<file path="src/rtl/vcve2_clk_sleep_ctrl.sv">
// Per-hart clock-enable and sleep controller: sticky fetch enable, OR-ed wake
// sources, programmable idle hysteresis before gating, saturating sleep counter.
module vcve2_clk_sleep_ctrl #(
  parameter int unsigned NumCh    = 1,
  parameter int unsigned NumWake  = 4,
  parameter int unsigned IdleHold = 0,
  parameter int unsigned CntWidth = 16
) (
  input  logic                               clk_i,
  input  logic                               rst_i,
  input  logic                               test_en_i,
  input  logic [NumCh-1:0]                   fetch_enable_i,
  input  logic [NumCh-1:0]                   busy_i,
  input  logic [NumCh-1:0][NumWake-1:0]      wake_i,
  output logic [NumCh-1:0]                   fetch_en_o,
  output logic [NumCh-1:0]                   clock_en_o,
  output logic [NumCh-1:0]                   sleep_o,
  output logic [NumCh-1:0][CntWidth-1:0]     sleep_cnt_o
);

  // Idle counter needs at least one bit even when no hysteresis is configured
  localparam int unsigned IdleW = (IdleHold > 0) ? $clog2(IdleHold + 1) : 1;
  localparam logic [CntWidth-1:0] SleepCntMax = '1;
  localparam logic [IdleW-1:0]    IdleLast    = IdleW'(IdleHold);

  typedef enum logic [1:0] {
    StOff   = 2'd0,
    StRun   = 2'd1,
    StDrain = 2'd2,
    StSleep = 2'd3
  } state_e;

  for (genvar c = 0; c < NumCh; c++) begin : g_ch
    state_e                state_q;
    logic                  busy_q;
    logic [IdleW-1:0]      cnt_q;
    logic                  fetch_en_q;
    logic [CntWidth-1:0]   sleep_cnt_q;
    logic [CntWidth-1:0]   sleep_cnt_inc;
    logic                  any_wake;
    logic                  active;
    logic                  clock_en;

    assign any_wake      = |wake_i[c];
    assign active        = busy_q | any_wake;
    assign sleep_cnt_inc = (sleep_cnt_q == SleepCntMax) ? sleep_cnt_q
                                                        : sleep_cnt_q + CntWidth'(1);

    // Channel state machine, busy sampling, sticky fetch enable and sleep counter
    always_ff @(posedge clk_i) begin
      if (rst_i) begin
        state_q     <= StOff;
        busy_q      <= 1'b0;
        cnt_q       <= '0;
        fetch_en_q  <= 1'b0;
        sleep_cnt_q <= '0;
      end else begin
        busy_q <= busy_i[c];
        if (fetch_enable_i[c]) begin
          fetch_en_q <= 1'b1;
        end
        unique case (state_q)
          StOff: begin
            if (fetch_en_q) begin
              state_q <= StRun;
              cnt_q   <= '0;
            end
          end
          StRun: begin
            if (active) begin
              cnt_q <= '0;
            end else if (IdleHold == 0) begin
              state_q     <= StSleep;
              sleep_cnt_q <= sleep_cnt_inc;
            end else begin
              state_q <= StDrain;
              cnt_q   <= IdleW'(1);
            end
          end
          StDrain: begin
            if (active) begin
              state_q <= StRun;
              cnt_q   <= '0;
            end else if (cnt_q == IdleLast) begin
              state_q     <= StSleep;
              sleep_cnt_q <= sleep_cnt_inc;
            end else begin
              cnt_q <= cnt_q + IdleW'(1);
            end
          end
          StSleep: begin
            if (active) begin
              state_q <= StRun;
              cnt_q   <= '0;
            end
          end
          default: begin
            state_q <= StOff;
          end
        endcase
      end
    end

    // Wake path is combinational so a sleeping hart regains its clock in the same cycle
    assign clock_en = test_en_i
                    | (state_q == StRun)
                    | (state_q == StDrain)
                    | ((state_q == StSleep) & any_wake);

    assign clock_en_o[c]  = clock_en;
    assign sleep_o[c]     = (state_q == StSleep) & ~clock_en;
    assign fetch_en_o[c]  = fetch_en_q;
    assign sleep_cnt_o[c] = sleep_cnt_q;
  end

endmodule

</file>
<file path="config.mk">
export PLATFORM = sky130hd
export DESIGN_NAME = vcve2_clk_sleep_ctrl
export DESIGN_NICKNAME = d
export VERILOG_FILES = /design/src/rtl/vcve2_clk_sleep_ctrl.sv
export SDC_FILE = /design/constraint.sdc
export NUM_CORES = 1
export LEC_CHECK = 0
export ABC_AREA = 1
export BUFFER_PORTS_ARGS = -buffer_cell sky130_fd_sc_hd__buf_2
export CELL_PAD_IN_SITES_DETAIL_PLACEMENT = 0
export CELL_PAD_IN_SITES_GLOBAL_PLACEMENT = 1
export CORE_ASPECT_RATIO = 0.5
export CORE_MARGIN = 3
export CORE_UTILIZATION = 39
export DETAILED_ROUTE_END_ITERATION = 8
export GPL_TIMING_DRIVEN = 1
export PLACE_DENSITY = 0.83
export SYNTH_ARGS = -nofsm -noshare
export SYNTH_HDL_FRONTEND = slang
export SYNTH_SLANG_ARGS = --single-unit
export TNS_END_PERCENT = 5
</file>
<file path="constraint.sdc">
create_clock -name clk_i -period 2.85 [get_ports clk_i]
set_input_delay 0.285 -clock clk_i [delete_from_list [all_inputs] [get_ports clk_i]]
set_output_delay 0.285 -clock clk_i [all_outputs]
set_load 0.05 [all_outputs]
</file>
==> results of run 1 <==
## layer usage
| layer | up-vias | global-route usage |
|---|---|---|
| li1 | 658 | - |
| met1 | 515 | 0.219 |
| met2 | 29 | 0.260 |
| met3 | 2 | 0.0482 |
| met4 | 0 | 0.0186 |
| met5 | - | 0 |
## worst max-delay path by stage
stage	from	to	slack [ps]	depth (start not counted)
2_1_floorplan	g_ch[0].state_q[0]	sleep_o	400	5
3_3_place_gp	g_ch[0].state_q[0]	sleep_cnt_o[12]	990	8
3_5_place_dp	g_ch[0].state_q[1]	sleep_cnt_o[11]	910	8
4_1_cts	g_ch[0].state_q[1]	sleep_o	650	6
5_1_grt	g_ch[0].state_q[0]	sleep_o	540	6
6_report	g_ch[0].state_q[1]	sleep_o	650	6
## cell type report
type / instances / area share
multi-input combinational: 147 / 0.505
sequential: 20 / 0.270
timing repair buffer: 27 / 0.0913
inverter: 21 / 0.0541
tap: 37 / 0.0313
clock buffer: 3 / 0.0279
clock inverter: 1 / 0.0203
## logic make-up (layout without fill, tap and decap cells)
logic type,after synthesis,count (layout),synth area share
fa+ha+maj,5,5,0.0499
buf+inv,25,52,0.0848
xor+xnor,6,6,0.0419
flops,20,20,0.319
simple gates,114,114,0.398
compound gates,22,22,0.106
## cell usage in the layout (no fill, tap or decap), types with 4 or more instances in the layout
cell type / count
a21oi_1: 12
a21oi_2: 6
buf_2: 27
dfxtp_1: 20
ha_1: 5
inv_1: 20
nand2_1: 60
nand3_1: 11
nand4_1: 7
nor2_1: 26
o21ai_0: 4
xor2_1: 4
## power breakdown
part           leakage, nW  switching [mW]  total, mW  internal [mW]
registers            0.163          0.0239      0.323          0.299
clock network       0.0357           0.107      0.295          0.188
logic                0.456           0.189      0.252         0.0628
## worst max-delay path, delay by kind of cell, from the launching register on
family,cells,cell delay (ps)
adder cells (fa/ha/maj),1,190
AND/OR/NAND/NOR,3,700
buffers and inverters,2,350
flip-flops,1,400
## registers in the layout, summed over array words and instances, names as in the netlist
register,count
sleep_cnt_o,16
g_ch.state_q,2
g_ch.busy_q,1
fetch_en_o,1
==> impl_metrics.env, run 1 <==
export IMPL_post_cts_setup_buffer_count=0
export IMPL_insertion_delay_ps=270
export IMPL_grt_pass1_vias=1007
export IMPL_avgRoutedWirePerCell_um=11.9
export IMPL_synthCells=192
export IMPL_tns_ps=0
export IMPL_drt_first_pass_iters=4
export IMPL_crit_required_ps=2570
export IMPL_setup_viol=0
export IMPL_wl_met2_um=1250
export IMPL_seqCellArea_sq_um=400
export IMPL_relSlewSlack=0.571
export IMPL_ios=28
export IMPL_synth_edf_count=0
export IMPL_finish_utilization=0.526
export IMPL_top_layer="met4"
export IMPL_vias=1204
export IMPL_ys_warn_count=0
export IMPL_drive_gt1_frac=0.210
export IMPL_cts_root_buf="clkbuf_8"
export IMPL_slowest_stage="dfxtp_1"
export IMPL_grt_antenna_before_repair=0
export IMPL_synthArstFlopShare=0
export IMPL_arrival_ps=1910
export IMPL_finClkSkew_ps=7.16
export IMPL_hold_violations=0
export IMPL_detail_route_antenna_nets=0
export IMPL_place_ws_ps=911
export IMPL_clk_path_buf_depth=2
export IMPL_period_needed_ps=2200
export IMPL_drc=0
export IMPL_die_area_sq_um=3970
export IMPL_grt_overflow_total=0
export IMPL_synth_most_common_cell="nand2_1"
export IMPL_power_uw=869
export IMPL_worstPathMaxFanout=4
export IMPL_fin_area_sq_um=1480
export IMPL_p_leak_nw=0.654
export IMPL_max_freq_ghz=0.455
export IMPL_fp_dieW_um=86.2
export IMPL_fill_cells=286
export IMPL_rr_startpoint="g_ch[0].state_q[1]"
export IMPL_hold_buffers=0
export IMPL_slew_violations=0
export IMPL_period_share=0.771
export IMPL_fp_coreArea_sq_um=2810
export IMPL_synth_area_sq_um=1250
export IMPL_synthDistinctLibCells=22
export IMPL_hold_start="fetch_enable_i"
export IMPL_tightestPinTransition_ps=643
export IMPL_synth_fp_nets=206
export IMPL_syn_avg_cell_area_sq_um=6.53
export IMPL_multi_input_area_sq_um=747
export IMPL_rr_endpoint="sleep_cnt_o[11]"
export IMPL_clk_pin_slew_ps=90
export IMPL_reg2reg_slack_ps=910
export IMPL_powerDensity_nw_per_um2=587
export IMPL_start_kind="flop"
export IMPL_path_class="flop to output pin"
export IMPL_r2r_cells=8
export IMPL_cts_sinks=20
export IMPL_yosysTopAreaCellShare=0.319
export IMPL_numPortBuffers=27
export IMPL_worstPathCellList="inv_1 -> ha_1 -> or2_1 -> or3_1 -> nor2_1 -> buf_2"
export IMPL_die_h_um=46.1
export IMPL_antennaDiodeCount=0
export IMPL_wirelength_um=3050
export IMPL_ys_seq_area_frac=0.319
export IMPL_numCtsBuffers=3
export IMPL_critPathMaxStageDelay_ps=400
export IMPL_hold_path_class="input pin to flop"
export IMPL_hpwlAfterDp_um=2230
export IMPL_placed_area_sq_um=1410
export IMPL_synth_flop_cell="dfxtp_1"
export IMPL_hold_path_end="fetch_en_o"
export IMPL_gp_congestion=0.781
export IMPL_synthTopCellsByArea="dfxtp_1, nand2_1, nor2_1"
export IMPL_end_kind="output pin"
export IMPL_row_count=13
export IMPL_via_per_inst=4.70
export IMPL_hold_depth=3
export IMPL_grt_usage=0.160
export IMPL_cts_tree="done"
export IMPL_wl_met1_um=1600
export IMPL_fin_ws_ps=652
export IMPL_grt_max_degree=17
export IMPL_drv_cap=0
export IMPL_nNetsFinal=234
export IMPL_rsz0062_at_grt="false"
export IMPL_status="complete, no violations"
export IMPL_drtIter0Drc=41
export IMPL_netlist_top_cells_count="nand2_1, nor2_1, dfxtp_1, inv_1, a21oi_1"
export IMPL_wl_met3_um=196
export IMPL_grt_pass1_wl_um=4840
export IMPL_finalNonFillerCells=256
export IMPL_synth_seq_cells=20
export IMPL_postCtsResizedCells=0
export IMPL_whs_ps=211
export IMPL_htree_levels=1
export IMPL_initial_core_util=0.446
export IMPL_placed_cells=252
export IMPL_peakVddDrop_uv=291
export IMPL_synthToLayoutAreaGrowth_pct=18.1
export IMPL_synth_largest_area_cell="dfxtp_1"
Power figures use the tool's default switching activity.
==> run 2, diff against run 1 <==
Settings changed: CORE_UTILIZATION 39 to 37, PLACE_DENSITY 0.83 to 0.8.
Clock period 2.85 ns to 2.2 ns, I/O delays scaled along.
==> impl_metrics.env, run 2 (synthesized netlist as in run 1, its figures left out) <==
export IMPL_rsz0062_at_grt="false"
export IMPL_postCtsResizedCells=0
export IMPL_drtIter0Drc=56
export IMPL_hpwlAfterDp_um=2220
export IMPL_grt_max_degree=17
export IMPL_status="complete, no violations"
export IMPL_hold_buffers=0
export IMPL_tightestPinTransition_ps=417
export IMPL_placed_cells=256
export IMPL_wirelength_um=2970
export IMPL_initial_core_util=0.402
export IMPL_whs_ps=162
export IMPL_nNetsFinal=235
export IMPL_relSlewSlack=0.722
export IMPL_cts_sinks=20
export IMPL_antennaDiodeCount=0
export IMPL_fin_ws_ps=146
export IMPL_drive_gt1_frac=0.218
export IMPL_finClkSkew_ps=2.56
export IMPL_switchingPower_uw=400
export IMPL_cts_tree="done"
export IMPL_clkPwrFrac=0.275
export IMPL_numPortBuffers=27
export IMPL_cts_root_buf="clkbuf_8"
export IMPL_post_cts_setup_buffer_count=0
export IMPL_intPower_uw=639
export IMPL_arrival_ps=1830
export IMPL_power_share_combinational=0.325
export IMPL_hold_violations=0
export IMPL_avgRoutedWirePerCell_um=11.4
export IMPL_crit_required_ps=1980
export IMPL_period_needed_ps=2050
export IMPL_powerDensity_nw_per_um2=702
export IMPL_synthToLayoutAreaGrowth_pct=18.1
export IMPL_drv_cap=0
export IMPL_peakVddDrop_uv=213
export IMPL_max_freq_ghz=0.487
export IMPL_detail_route_antenna_nets=0
export IMPL_start_kind="flop"
export IMPL_grt_usage=0.148
export IMPL_vias=1221
export IMPL_finalNonFillerCells=260
export IMPL_htree_levels=1
export IMPL_grt_overflow_total=0
export IMPL_drc=0
export IMPL_row_count=14
export IMPL_slew_violations=0
export IMPL_clk_path_buf_depth=2
export IMPL_fp_coreArea_sq_um=3120
export IMPL_final_cell_mix="nand2_1, buf_2, nor2_1, inv_1, dfxtp_1"
export IMPL_switching_share=0.385
export IMPL_largest_register_ffs=16
export IMPL_seqPwrFrac=0.399
export IMPL_fp_dieW_um=88.3
export IMPL_die_h_um=47.2
export IMPL_p_leak_nw=0.652
export IMPL_power_mw=1.04
export IMPL_grt_pass1_wl_um=4800
export IMPL_grt_antenna_before_repair=0
export IMPL_hold_path_class="input pin to flop"
export IMPL_die_area_sq_um=4170
export IMPL_layout_commonest_cell="nand2_1"
export IMPL_place_ws_ps=359
export IMPL_grt_pass1_vias=1027
export IMPL_worstPathMaxFanout=4
export IMPL_via_per_inst=4.70
export IMPL_gp_congestion=0.809
export IMPL_ios=28
export IMPL_clk_pin_slew_ps=80
export IMPL_tns_ps=0
export IMPL_insertion_delay_ps=260
export IMPL_drt_first_pass_iters=4
export IMPL_path_class="flop to output pin"
export IMPL_setup_viol=0
export IMPL_period_share=0.934
export IMPL_numCtsBuffers=3
export IMPL_end_kind="output pin"
[run 2: worst paths after layout]
path                           start             end  slack (ps)  depth (start not counted)
hold reg to reg           fetch_en_o      fetch_en_o         490                          2
hold / removal                busy_i  g_ch[0].busy_q         160                          3
setup reg to reg  g_ch[0].state_q[0]  sleep_cnt_o[4]         410                          7
setup / recovery  g_ch[0].state_q[0]         sleep_o         150                          6
[run 2: critical path, stage by stage, from the launching register on]
cell,delay (ps)
dfxtp_1,370
inv_1,90
ha_1,190
or2_1,270
or3_1,380
nor2_2,80
buf_4,190
[run 2: metrics by stage]
stage	util	instance area, sq um
global placement	0.456	1420
detailed placement	0.456	1420
global route	0.475	1480
finish	0.475	1480
CTS	0.474	1480
floorplan	-	1260
[run 2: layout make-up]
type / instances / area, sq um
clock buffer: 4 / 55.1
fill: 344 / 1640
inverter: 21 / 80.1
multi-input combinational: 147 / 749
sequential: 20 / 400
tap: 40 / 50.0
timing repair buffer: 28 / 145
[run 2: power by group through the flow]
stage / Combinational [mW] / Sequential [mW] / Clock, mW
floorplan: 0.220 / 0.472 / 0
global placement: 0.339 / 0.421 / 0
detailed placement: 0.343 / 0.422 / 0
CTS: 0.342 / 0.415 / 0.296
global route: 0.385 / 0.420 / 0.303
finish: 0.338 / 0.415 / 0.286
[run 2: per-layer routing]
layer  track usage  part of all wire  wire [um]
met1         0.209              0.51       1500
met2         0.244              0.43       1270
met3        0.0368             0.068        201
met4       0.00904                 0          0
met5             0                 0          0
